--- config.mk ---
export PLATFORM = sky130hd
export DESIGN_NAME = alu_seq
export DESIGN_NICKNAME = d
export VERILOG_FILES = /design/src/rtl/alu_pkg.sv /design/src/rtl/alu_muldiv_iter.sv /design/src/rtl/alu_seq.sv
export SDC_FILE = /design/constraint.sdc
export NUM_CORES = 1
export LEC_CHECK = 0
export ABC_AREA = 1
export CAP_MARGIN = 40
export CORE_AREA = 2 2 297 225
export DETAILED_ROUTE_END_ITERATION = 10
export DIE_AREA = 0 0 299 227
export PLACE_DENSITY = 0.62
export SLEW_MARGIN = 20
export SYNTH_ARGS = -nofsm -noshare
export SYNTH_HDL_FRONTEND = slang
export SYNTH_SLANG_ARGS = --single-unit
--- constraint.sdc ---
create_clock -name clk -period 5.5 [get_ports clk]
set_input_delay 1.1 -clock clk [delete_from_list [all_inputs] [get_ports clk]]
set_output_delay 1.1 -clock clk [all_outputs]
set_load 0.005 [all_outputs]
--- src/rtl/alu_pkg.sv ---
// Shared opcode and state definitions for the sequential ALU and the
// execute-stage result mux.
package alu_pkg;

  localparam logic [3:0] ALU_AND   = 4'd0;
  localparam logic [3:0] ALU_OR    = 4'd1;
  localparam logic [3:0] ALU_ADD   = 4'd2;
  localparam logic [3:0] ALU_SUB   = 4'd3;
  localparam logic [3:0] ALU_SLT   = 4'd4;
  localparam logic [3:0] ALU_SGE   = 4'd5;
  localparam logic [3:0] ALU_EQ    = 4'd6;
  localparam logic [3:0] ALU_XOR   = 4'd7;
  localparam logic [3:0] ALU_SLL   = 4'd8;
  localparam logic [3:0] ALU_SRL   = 4'd9;
  localparam logic [3:0] ALU_SRA   = 4'd10;
  localparam logic [3:0] ALU_SLTU  = 4'd11;
  localparam logic [3:0] ALU_MUL   = 4'd12;
  localparam logic [3:0] ALU_MULHU = 4'd13;
  localparam logic [3:0] ALU_DIVU  = 4'd14;
  localparam logic [3:0] ALU_REMU  = 4'd15;

  typedef enum logic [1:0] {
    ST_IDLE = 2'd0,
    ST_MUL  = 2'd1,
    ST_DIV  = 2'd2
  } alu_state_e;

  // Codes 12-15 share the iterative unit; bit 1 picks divide, bit 0 the upper half.
  function automatic logic isMulDiv(input logic [3:0] op);
    return op[3] & op[2];
  endfunction

  function automatic logic isDiv(input logic [3:0] op);
    return op[1];
  endfunction

  function automatic logic selHigh(input logic [3:0] op);
    return op[0];
  endfunction

endpackage

--- src/rtl/alu_muldiv_iter.sv ---
// Iterative shift-add multiplier and restoring divider, one bit per clock.
// The accumulator holds {high/remainder, low/quotient} in both modes.
module alu_muldiv_iter #(
  parameter int WIDTH = 32
) (
  input  logic             clk,
  input  logic             rst,
  input  logic             start_i,
  input  logic             div_i,
  input  logic             selHi_i,
  input  logic [WIDTH-1:0] a_i,
  input  logic [WIDTH-1:0] b_i,
  output logic             done_o,
  output logic [WIDTH-1:0] res_o
);

  localparam int CW = $clog2(WIDTH);

  logic                 busy_q, busy_d;
  logic [CW-1:0]        count_q, count_d;
  logic [2*WIDTH-1:0]   acc_q, acc_d;
  logic [WIDTH-1:0]     opnd_q, opnd_d;
  logic                 div_q, div_d;
  logic                 selHi_q, selHi_d;
  logic [2*WIDTH-1:0]   step;
  logic [WIDTH:0]       mulSum;
  logic [WIDTH:0]       trial;

  assign done_o = busy_q && (count_q == CW'(WIDTH - 1));
  // The result is taken from the final step so it can be registered on the last edge.
  assign res_o  = selHi_q ? step[2*WIDTH-1:WIDTH] : step[WIDTH-1:0];

  always_comb begin
    mulSum = {1'b0, acc_q[2*WIDTH-1:WIDTH]} + (acc_q[0] ? {1'b0, opnd_q} : '0);
    trial  = {acc_q[2*WIDTH-1:WIDTH], acc_q[WIDTH-1]};
    step   = {mulSum, acc_q[WIDTH-1:1]};
    if (div_q) begin
      // A zero divisor always subtracts, giving all-ones quotient and remainder = dividend.
      if (trial >= {1'b0, opnd_q}) begin
        step = {trial[WIDTH-1:0] - opnd_q, acc_q[WIDTH-2:0], 1'b1};
      end else begin
        step = {trial[WIDTH-1:0], acc_q[WIDTH-2:0], 1'b0};
      end
    end
  end

  always_comb begin
    busy_d  = busy_q;
    count_d = count_q;
    acc_d   = acc_q;
    opnd_d  = opnd_q;
    div_d   = div_q;
    selHi_d = selHi_q;
    if (start_i) begin
      busy_d  = 1'b1;
      count_d = '0;
      opnd_d  = div_i ? b_i : a_i;
      acc_d   = {{WIDTH{1'b0}}, (div_i ? a_i : b_i)};
      div_d   = div_i;
      selHi_d = selHi_i;
    end else if (busy_q) begin
      acc_d   = step;
      count_d = count_q + 1'b1;
      if (done_o) begin
        busy_d = 1'b0;
      end
    end
  end

  always_ff @(posedge clk) begin
    if (rst) begin
      busy_q  <= 1'b0;
      count_q <= '0;
      acc_q   <= '0;
      opnd_q  <= '0;
      div_q   <= 1'b0;
      selHi_q <= 1'b0;
    end else begin
      busy_q  <= busy_d;
      count_q <= count_d;
      acc_q   <= acc_d;
      opnd_q  <= opnd_d;
      div_q   <= div_d;
      selHi_q <= selHi_d;
    end
  end

endmodule

--- src/rtl/alu_seq.sv ---
// Handshaked execute-stage ALU: single-cycle logic/arith/shift/compare ops plus
// iterative MUL/MULHU/DIVU/REMU that hold in_ready low while they run.
module alu_seq
  import alu_pkg::*;
#(
  parameter int WIDTH     = 32,
  parameter bit MULDIV_EN = 1'b1
) (
  input  logic             clk,
  input  logic             rst,
  input  logic             in_valid,
  output logic             in_ready,
  input  logic [WIDTH-1:0] in1,
  input  logic [WIDTH-1:0] in2,
  input  logic [3:0]       alu_control,
  output logic             out_valid,
  output logic [WIDTH-1:0] result,
  output logic             zero_flag
);

  localparam int SHW = $clog2(WIDTH);

  alu_state_e       state_q, state_d;
  logic [WIDTH-1:0] result_q, result_d;
  logic             zero_q, zero_d;
  logic             outValid_q, outValid_d;
  logic [WIDTH-1:0] aluRes;
  logic [SHW-1:0]   shamt;
  logic             mdStart;
  logic             mdDone;
  logic [WIDTH-1:0] mdRes;

  assign in_ready  = (state_q == ST_IDLE);
  assign out_valid = outValid_q;
  assign result    = result_q;
  assign zero_flag = zero_q;
  assign shamt     = in2[SHW-1:0];

  always_comb begin
    aluRes = '0;
    unique case (alu_control)
      ALU_AND:  aluRes = in1 & in2;
      ALU_OR:   aluRes = in1 | in2;
      ALU_ADD:  aluRes = in1 + in2;
      ALU_SUB:  aluRes = in1 - in2;
      ALU_SLT:  aluRes = {{(WIDTH-1){1'b0}}, ($signed(in1) <  $signed(in2))};
      ALU_SGE:  aluRes = {{(WIDTH-1){1'b0}}, ($signed(in1) >= $signed(in2))};
      ALU_EQ:   aluRes = {{(WIDTH-1){1'b0}}, (in1 == in2)};
      ALU_XOR:  aluRes = in1 ^ in2;
      ALU_SLL:  aluRes = in1 << shamt;
      ALU_SRL:  aluRes = in1 >> shamt;
      ALU_SRA:  aluRes = $unsigned($signed(in1) >>> shamt);
      ALU_SLTU: aluRes = {{(WIDTH-1){1'b0}}, (in1 < in2)};
      default:  aluRes = '0;
    endcase
  end

  alu_muldiv_iter #(
    .WIDTH(WIDTH)
  ) u_muldiv (
    .clk    (clk),
    .rst    (rst),
    .start_i(mdStart),
    .div_i  (isDiv(alu_control)),
    .selHi_i(selHigh(alu_control)),
    .a_i    (in1),
    .b_i    (in2),
    .done_o (mdDone),
    .res_o  (mdRes)
  );

  // Idle accepts every cycle; iterative ops park the FSM until the unit signals done.
  always_comb begin
    state_d    = state_q;
    result_d   = result_q;
    zero_d     = zero_q;
    outValid_d = 1'b0;
    mdStart    = 1'b0;
    unique case (state_q)
      ST_IDLE: begin
        if (in_valid) begin
          if (MULDIV_EN && isMulDiv(alu_control)) begin
            mdStart = 1'b1;
            state_d = isDiv(alu_control) ? ST_DIV : ST_MUL;
          end else begin
            result_d   = aluRes;
            zero_d     = (aluRes == '0);
            outValid_d = 1'b1;
          end
        end
      end
      ST_MUL, ST_DIV: begin
        if (mdDone) begin
          result_d   = mdRes;
          zero_d     = (mdRes == '0);
          outValid_d = 1'b1;
          state_d    = ST_IDLE;
        end
      end
      default: state_d = ST_IDLE;
    endcase
  end

  always_ff @(posedge clk) begin
    if (rst) begin
      state_q    <= ST_IDLE;
      result_q   <= '0;
      zero_q     <= 1'b1;
      outValid_q <= 1'b0;
    end else begin
      state_q    <= state_d;
      result_q   <= result_d;
      zero_q     <= zero_d;
      outValid_q <= outValid_d;
    end
  end

endmodule

After elaboration in Yosys (flattened, before gate mapping)

Index checks and enable logic that the tools add are counted.

Output and inout bits: 35
Input bits: 71
Logic and storage cells: 89
Register bits after elaboration: 140

Add/sub/neg operators: 5
Bitwise operators: 4
Shift operators: 3
Eq/ne operators: 19
Reduce and logical (&&, ||, !) cells: 11
Magnitude comparators: 4
Multiplexer cells: 32

Operators by type and width:

| cell               | count |
|---|---|
| $pmux 32 s12       | 1 |
| $mux 32            | 9 |
| $mux 64            | 2 |
| $logic_not 32->1   | 2 |
| $lt 32x32->1       | 2 |
| $pmux 32 s2        | 1 |
| $sub 32x32->32     | 2 |
| $add 32x32->33     | 1 |
| $ge 33x32->1       | 1 |
| $add 32x32->32     | 1 |
| $and 32x32->32     | 1 |
| $eq 32x32->1       | 1 |
| $ge 32x32->1       | 1 |
| $or 32x32->32      | 1 |
| $shl 32x5->32      | 1 |
| $shr 32x5->32      | 1 |
| $sshr 32x5->32     | 1 |
| $xor 32x32->32     | 1 |
| $eq 4x3->1 const B | 4 |
| $eq 4x4->1 const B | 4 |
| $mux 1             | 12 |
| $eq 4x2->1 const B | 2 |
| $mux 2             | 4 |
| $ne 2x2->1 const B | 3 |
| other kinds (16)   | 19 |

Longest topological paths before layout

Depth in word-level cells: 7
Gate-level depth with buffers: 29
Mapped depth without buffers: 27

By module

Synthesis repeated with hierarchy kept, for this count alone.

Cell total of the unflattened synthesis: 4427
Area total of the unflattened synthesis: 23154.7 µm²

By module, submodules not included:

| module          | area an instance (µm²) | sequential area each (µm²) | times used | cells each |
|---|---|---|---|---|
| alu_seq         | 11966.5                | 720.7                      | 1          | 2376 |
| alu_muldiv_iter | 11188.2                | 2082.0                     | 1          | 2051 |

Least setup slack after synthesis

OpenSTA, ideal clock, no wires.

Path kind: input to register
Start point: input in2[2]
End point: register zero_q (netlist: zero_flag)
Stages on the path: 26
Data arrival time: 3.682 ns
Path slack: 1.759 ns
Required time: 5.441 ns
Buffers on the path: 3
Setup time: 0.059 ns
Path through: buf_2 > inv_2 > buf_2 > buf_1 > ha_1 > inv_2 > nand2_1 > o21ai_1 > nand2_1 > nand2_1 > nand2_1 > nand2_1 > nand2_1 > nand2_1 > nand2_1 > nand3_1 > nand2_1 > nor2_1 > nand2_1 > nor2_1 > nand2_1 > nor2_1 > nand3_1 > nand2_1 > nand2_1 > nand2_1

Longest elaborated chain between the ends: 6
Elaborated cells between the ends (all ways): 17
Those cells by class: add/sub (2); order compare (3); eq/ne (1); shift (3); mux (4); bitwise (3); reduce/logical (1)

RTL lines:

| what                                   | line           | text |
|---|---|---|
| start, declared                        | alu_seq.sv:14  | `input logic [WIDTH-1:0] in2,` |
| $sub 32x32->32 (tied with other cells) | alu_seq.sv:45  | `ALU_SUB: aluRes = in1 - in2;` |
| $pmux 32 s12 *                         | alu_seq.sv:41  | `unique case (alu_control)` |
| $logic_not 32->1 *                     | alu_seq.sv:87  | `zero_d = (aluRes == '0);` |
| $mux 1 *                               | alu_seq.sv:82  | `if (MULDIV_EN && isMulDiv(alu_control)) begin` |
| $mux 1 *                               | alu_seq.sv:81  | `if (in_valid) begin` |
| $pmux 1 s2 *                           | alu_seq.sv:79  | `unique case (state_q)` |
| end signal, assigned                   | alu_seq.sv:113 | `zero_q <= zero_d;` |
| end, declared                          | alu_seq.sv:25  | `logic zero_q, zero_d;` |

Mark *: on every way between the ends. The rest lies on a longest branch, timed or not. The select of a mux whose other input is x is not followed.
A chain may end at the register's enable or synchronous reset.

Worst setup path after layout

Start point: input in1[0]
End point: register zero_q (netlist: zero_flag)

Longest elaborated chain between the ends: 6
Elaborated cells between the ends (all ways): 17
Those cells by class: add/sub (2); order compare (3); eq/ne (1); shift (3); mux (4); bitwise (3); reduce/logical (1)

RTL lines:

| what                                   | line          | text |
|---|---|---|
| start, declared                        | alu_seq.sv:13 | `input logic [WIDTH-1:0] in1,` |
| $sub 32x32->32 (tied with other cells) | alu_seq.sv:45 |  |
| $pmux 32 s12 *                         | alu_seq.sv:41 |  |
| $logic_not 32->1 *                     | alu_seq.sv:87 |  |
| $mux 1 *                               | alu_seq.sv:82 |  |
| $mux 1 *                               | alu_seq.sv:81 |  |
| $pmux 1 s2 *                           | alu_seq.sv:79 |  |

Marks and branches as above.

==> key figures <==
Yosys
  • Main area contributors after synthesis: nand2_1, dfxtp_1, nand3_1, ha_1, inv_1
  • Syn_nets: around 4500
  • Synthesized area per cell: between 5 and 6 µm²
  • Yosys reg bits: 140
  • Post-synth EDFFs: 0
  • Synth cell types: 52
  • Yosys top cell by area: nand2_1
  • Primary FF master, synth: dfxtp_1
  • Synth Instances: around 4200
  • Sequential element share of the synthesized area: 12.43%
  • Ys async rst share: 0%
  • Synth top area share: 23.33%
  • YS warnings: 0
  • Synthesized area: roughly 23000 µm²

Critical path
  • FF-to-FF Start: u_muldiv.opnd_q[11]$_SDFFE_PP0P_
  • Crit path kind: input pin to flip-flop
  • R2r endpoint: zero_flag$_SDFFE_PP1P_
  • Worst Setup EP: zero_flag$_SDFFE_PP1P_
  • Nature of the critical path endpoint: flip-flop
  • Worst path arrival time: 5.34 ns
  • WP data required: 5.91 ns
  • Start point of the critical path: in1[0]
  • Reg2Reg Depth: 23
  • Flop-to-flop setup slack: between 1 and 1.5 ns
  • Peak fanout along the critical path: 5
  • Crit start category: input pin

Global routing
  • GRT Util Overall: 39.49%
  • Largest net degree at the start of global routing: 85
  • Initial antenna violation count: 2
  • GRT overflow: 0
  • Vias in the first global route: 26527
  • First-pass GRT wire length: between 150000 and 200000 µm

Timing
  • Clock skew: 0.01893 ns
  • Upper clock frequency limit: 203.0 MHz
  • Max-slew violations: 0
  • Endpoints failing hold: 0
  • TNS Setup: 0 ns
  • Relative slew slack: between 40% and 50%
  • Fin crit share: 89.57%
  • Final Critical Period: about 4.9 ns
  • RSZ-0062 raised after global routing: no
  • Final setup fails: 0
  • Slew @ Worst Pin: 0.8833 ns

Placement
  • Final RePlAce weighted congestion: ~1.1
  • PortBufs: 105
  • Hpwl dp: 114600 µm

CTS
  • Clock Path Buffers: 2
  • CTS clk-pin slew, worst paths: 0.07 ns
  • Worst skew pair latency: 0.48 ns
  • Root Buffer: clkbuf_16
  • Sinks on Clock Net: 140
  • CTS tree: yes
  • Total CTS buffers: 17
  • Setup Buffers After CTS: 0
  • Cts repair resizes: 0
  • # H-tree levels: 4
  • Hold buffer count at CTS: 0

Finish
  • N_diodes: 0
  • Final Core Density: between 30% and 40%
  • Fin nets: 4559
  • Commonest non-fill, non-tap cell in the layout: nand2_1
  • Layout fillers: 7542
  • Layout cells sized above 1: under 10%
  • Most frequent cells in the layout: nand2_1, inv_1, nand3_1, nor2_1, a21oi_1
  • Area grow syn2layout: 13.38%

Routing
  • Post-route ant nets: 0
  • Vias: 30531
  • DRC violations left: 0
  • Final WL: around 140000 µm
  • DR WL/cell: 26.56 µm
  • Via density: a little under 6
  • 1st-iter DRT viols: 4907
  • First drt pass iteration count: 7

Floorplanning
  • Core Region: 64860 µm²
  • Die Ht: about 230 µm
  • Site Rows: 81
  • I/O pin cnt: 106
  • Starting Density: 34.77%
  • Horiz. Die Dim: 299 µm
  • Die ar.: 67870 µm²

Run status
  • Outcome: finished clean

Power
  • P_leak: 13.26 nW
  • Power per standard cell area: between 200 and 250 nW/µm²
  • Highest ir drop seen on vdd: 0.0001767 V

Min path
  • Hold crit path type: flip-flop to flip-flop

Job
  • Max cap viols: 0
[power by group]
part           internal (W)  total (W)  switching, W
registers           0.00108    0.00117     0.0000907
clock network      0.000688    0.00129      0.000602
logic              0.000806    0.00277       0.00197
total               0.00257    0.00523       0.00266
[kinds of logic (layout without fill, tap and decap cells)]
family	after synthesis	in the layout	synth area share (%)
buf+inv	734	820	12.88
mux	13	13	0.5770
simple gates	2431	2431	45.24
fa+ha+maj	170	170	9.564
xor+xnor	14	14	0.5437
flops	140	140	12.43
compound gates	742	742	18.76
[layout make-up]
class	count	area (µm²)	area share, %
multi-input cells	3370	16860	65.92
flip-flops and latches	140	2805	10.97
repair buffers	249	2192	8.573
inverters	540	2027	7.927
well taps	871	1090	4.262
clock buffers	17	425.4	1.664
clock inverters	14	173.9	0.6801
[metal layers]
layer	wire [µm]	part of all wire, %	track usage (%)
met3	21600	16	14.70
met4	2941	2.1	8.065
met2	47980	35	48.71
met1	65590	47	62.05
met5	54	0.039	0
[registers in the layout (all words and copies together) (netlist names)]
register and count:
u_muldiv.acc_q 64, result 32, u_muldiv.opnd_q 32, u_muldiv.count_q 5
state_q 2, out_valid 1, u_muldiv.busy_q 1, u_muldiv.div_q 1
u_muldiv.selHi_q 1, zero_flag 1
[worst min-delay path by stage]
stage,startpoint,to,slack [ns],cells past startpoint
floorplan,u_muldiv.count_q[4]$_SDFFE_PP0P_,u_muldiv.count_q[4]$_SDFFE_PP0P_,0.45,2
global placement,result[16]$_SDFFE_PP0P_,result[16]$_SDFFE_PP0P_,0.45,2
detailed placement,result[16]$_SDFFE_PP0P_,result[16]$_SDFFE_PP0P_,0.46,2
CTS,result[2]$_SDFFE_PP0P_,result[2]$_SDFFE_PP0P_,0.47,2
global route,result[18]$_SDFFE_PP0P_,result[18]$_SDFFE_PP0P_,0.50,2
finish,result[27]$_SDFFE_PP0P_,result[27]$_SDFFE_PP0P_,0.47,2
[Yosys cell counts (2+ instances only)]
cell	n
o22ai_1	20
or2_2	8
xnor2_1	6
nand2_1	1402
o221ai_1	3
clkbuf_1	89
o211ai_1	56
fa_1	4
ha_1	166
nor3_1	28
nor3_2	2
nand4_2	7
nor2_2	11
nand3b_1	18
buf_6	6
a221oi_1	4
a31oi_1	40
and3_1	2
inv_2	20
a21o_1	5
nand3_1	459
clkinv_1	5
xor2_1	8
nor4_1	6
mux2i_1	13
buf_1	35
nand2_2	12
dfxtp_1	140
nand3_2	2
o21ai_0	203
a211oi_1	58
nor2_1	398
nand4_1	64
nor2_4	4
inv_1	515
buf_4	4
o21ai_1	11
o2111ai_1	3
o21bai_1	12
a21oi_1	299
and2_1	5
buf_2	58
o21a_1	23
nor3b_1	2
[per-stage QoR]
step	total power (W)	hold slack, ns	instances	worst slack [ns]	instance area, µm²
after floorplan	0.002737	0.4453	4244	1.759	22550
after global placement	0.003800	0.4527	5165	0.2754	24880
after detailed placement	0.003803	0.4564	5169	0.3434	24950
after CTS	0.005076	0.4717	5200	0.8179	25550
after global routing	0.005435	0.4969	5201	0.4073	25570
final	0.005231	0.4677	5201	0.5735	25570
[critical path: stages]
cell	delay [ns]
clkdlybuf4s50_1	0.59
ha_1	0.39
fa_1	0.55
nand3_1	0.18
nand2_1	0.12
buf_4	0.20
o21ai_0	0.13
a21oi_1	0.07
nor3_1	0.59
buf_4	0.23
nand2_1	0.04
nor2_1	0.08
buf_4	0.15
nand2_1	0.10
nor2_1	0.12
nand3_1	0.15
nor2_1	0.13
buf_4	0.11
nand3_1	0.06
nand2_1	0.10
nand2_1	0.05
nand2_1	0.06
Note: power is estimated with default switching activity, not from simulation.
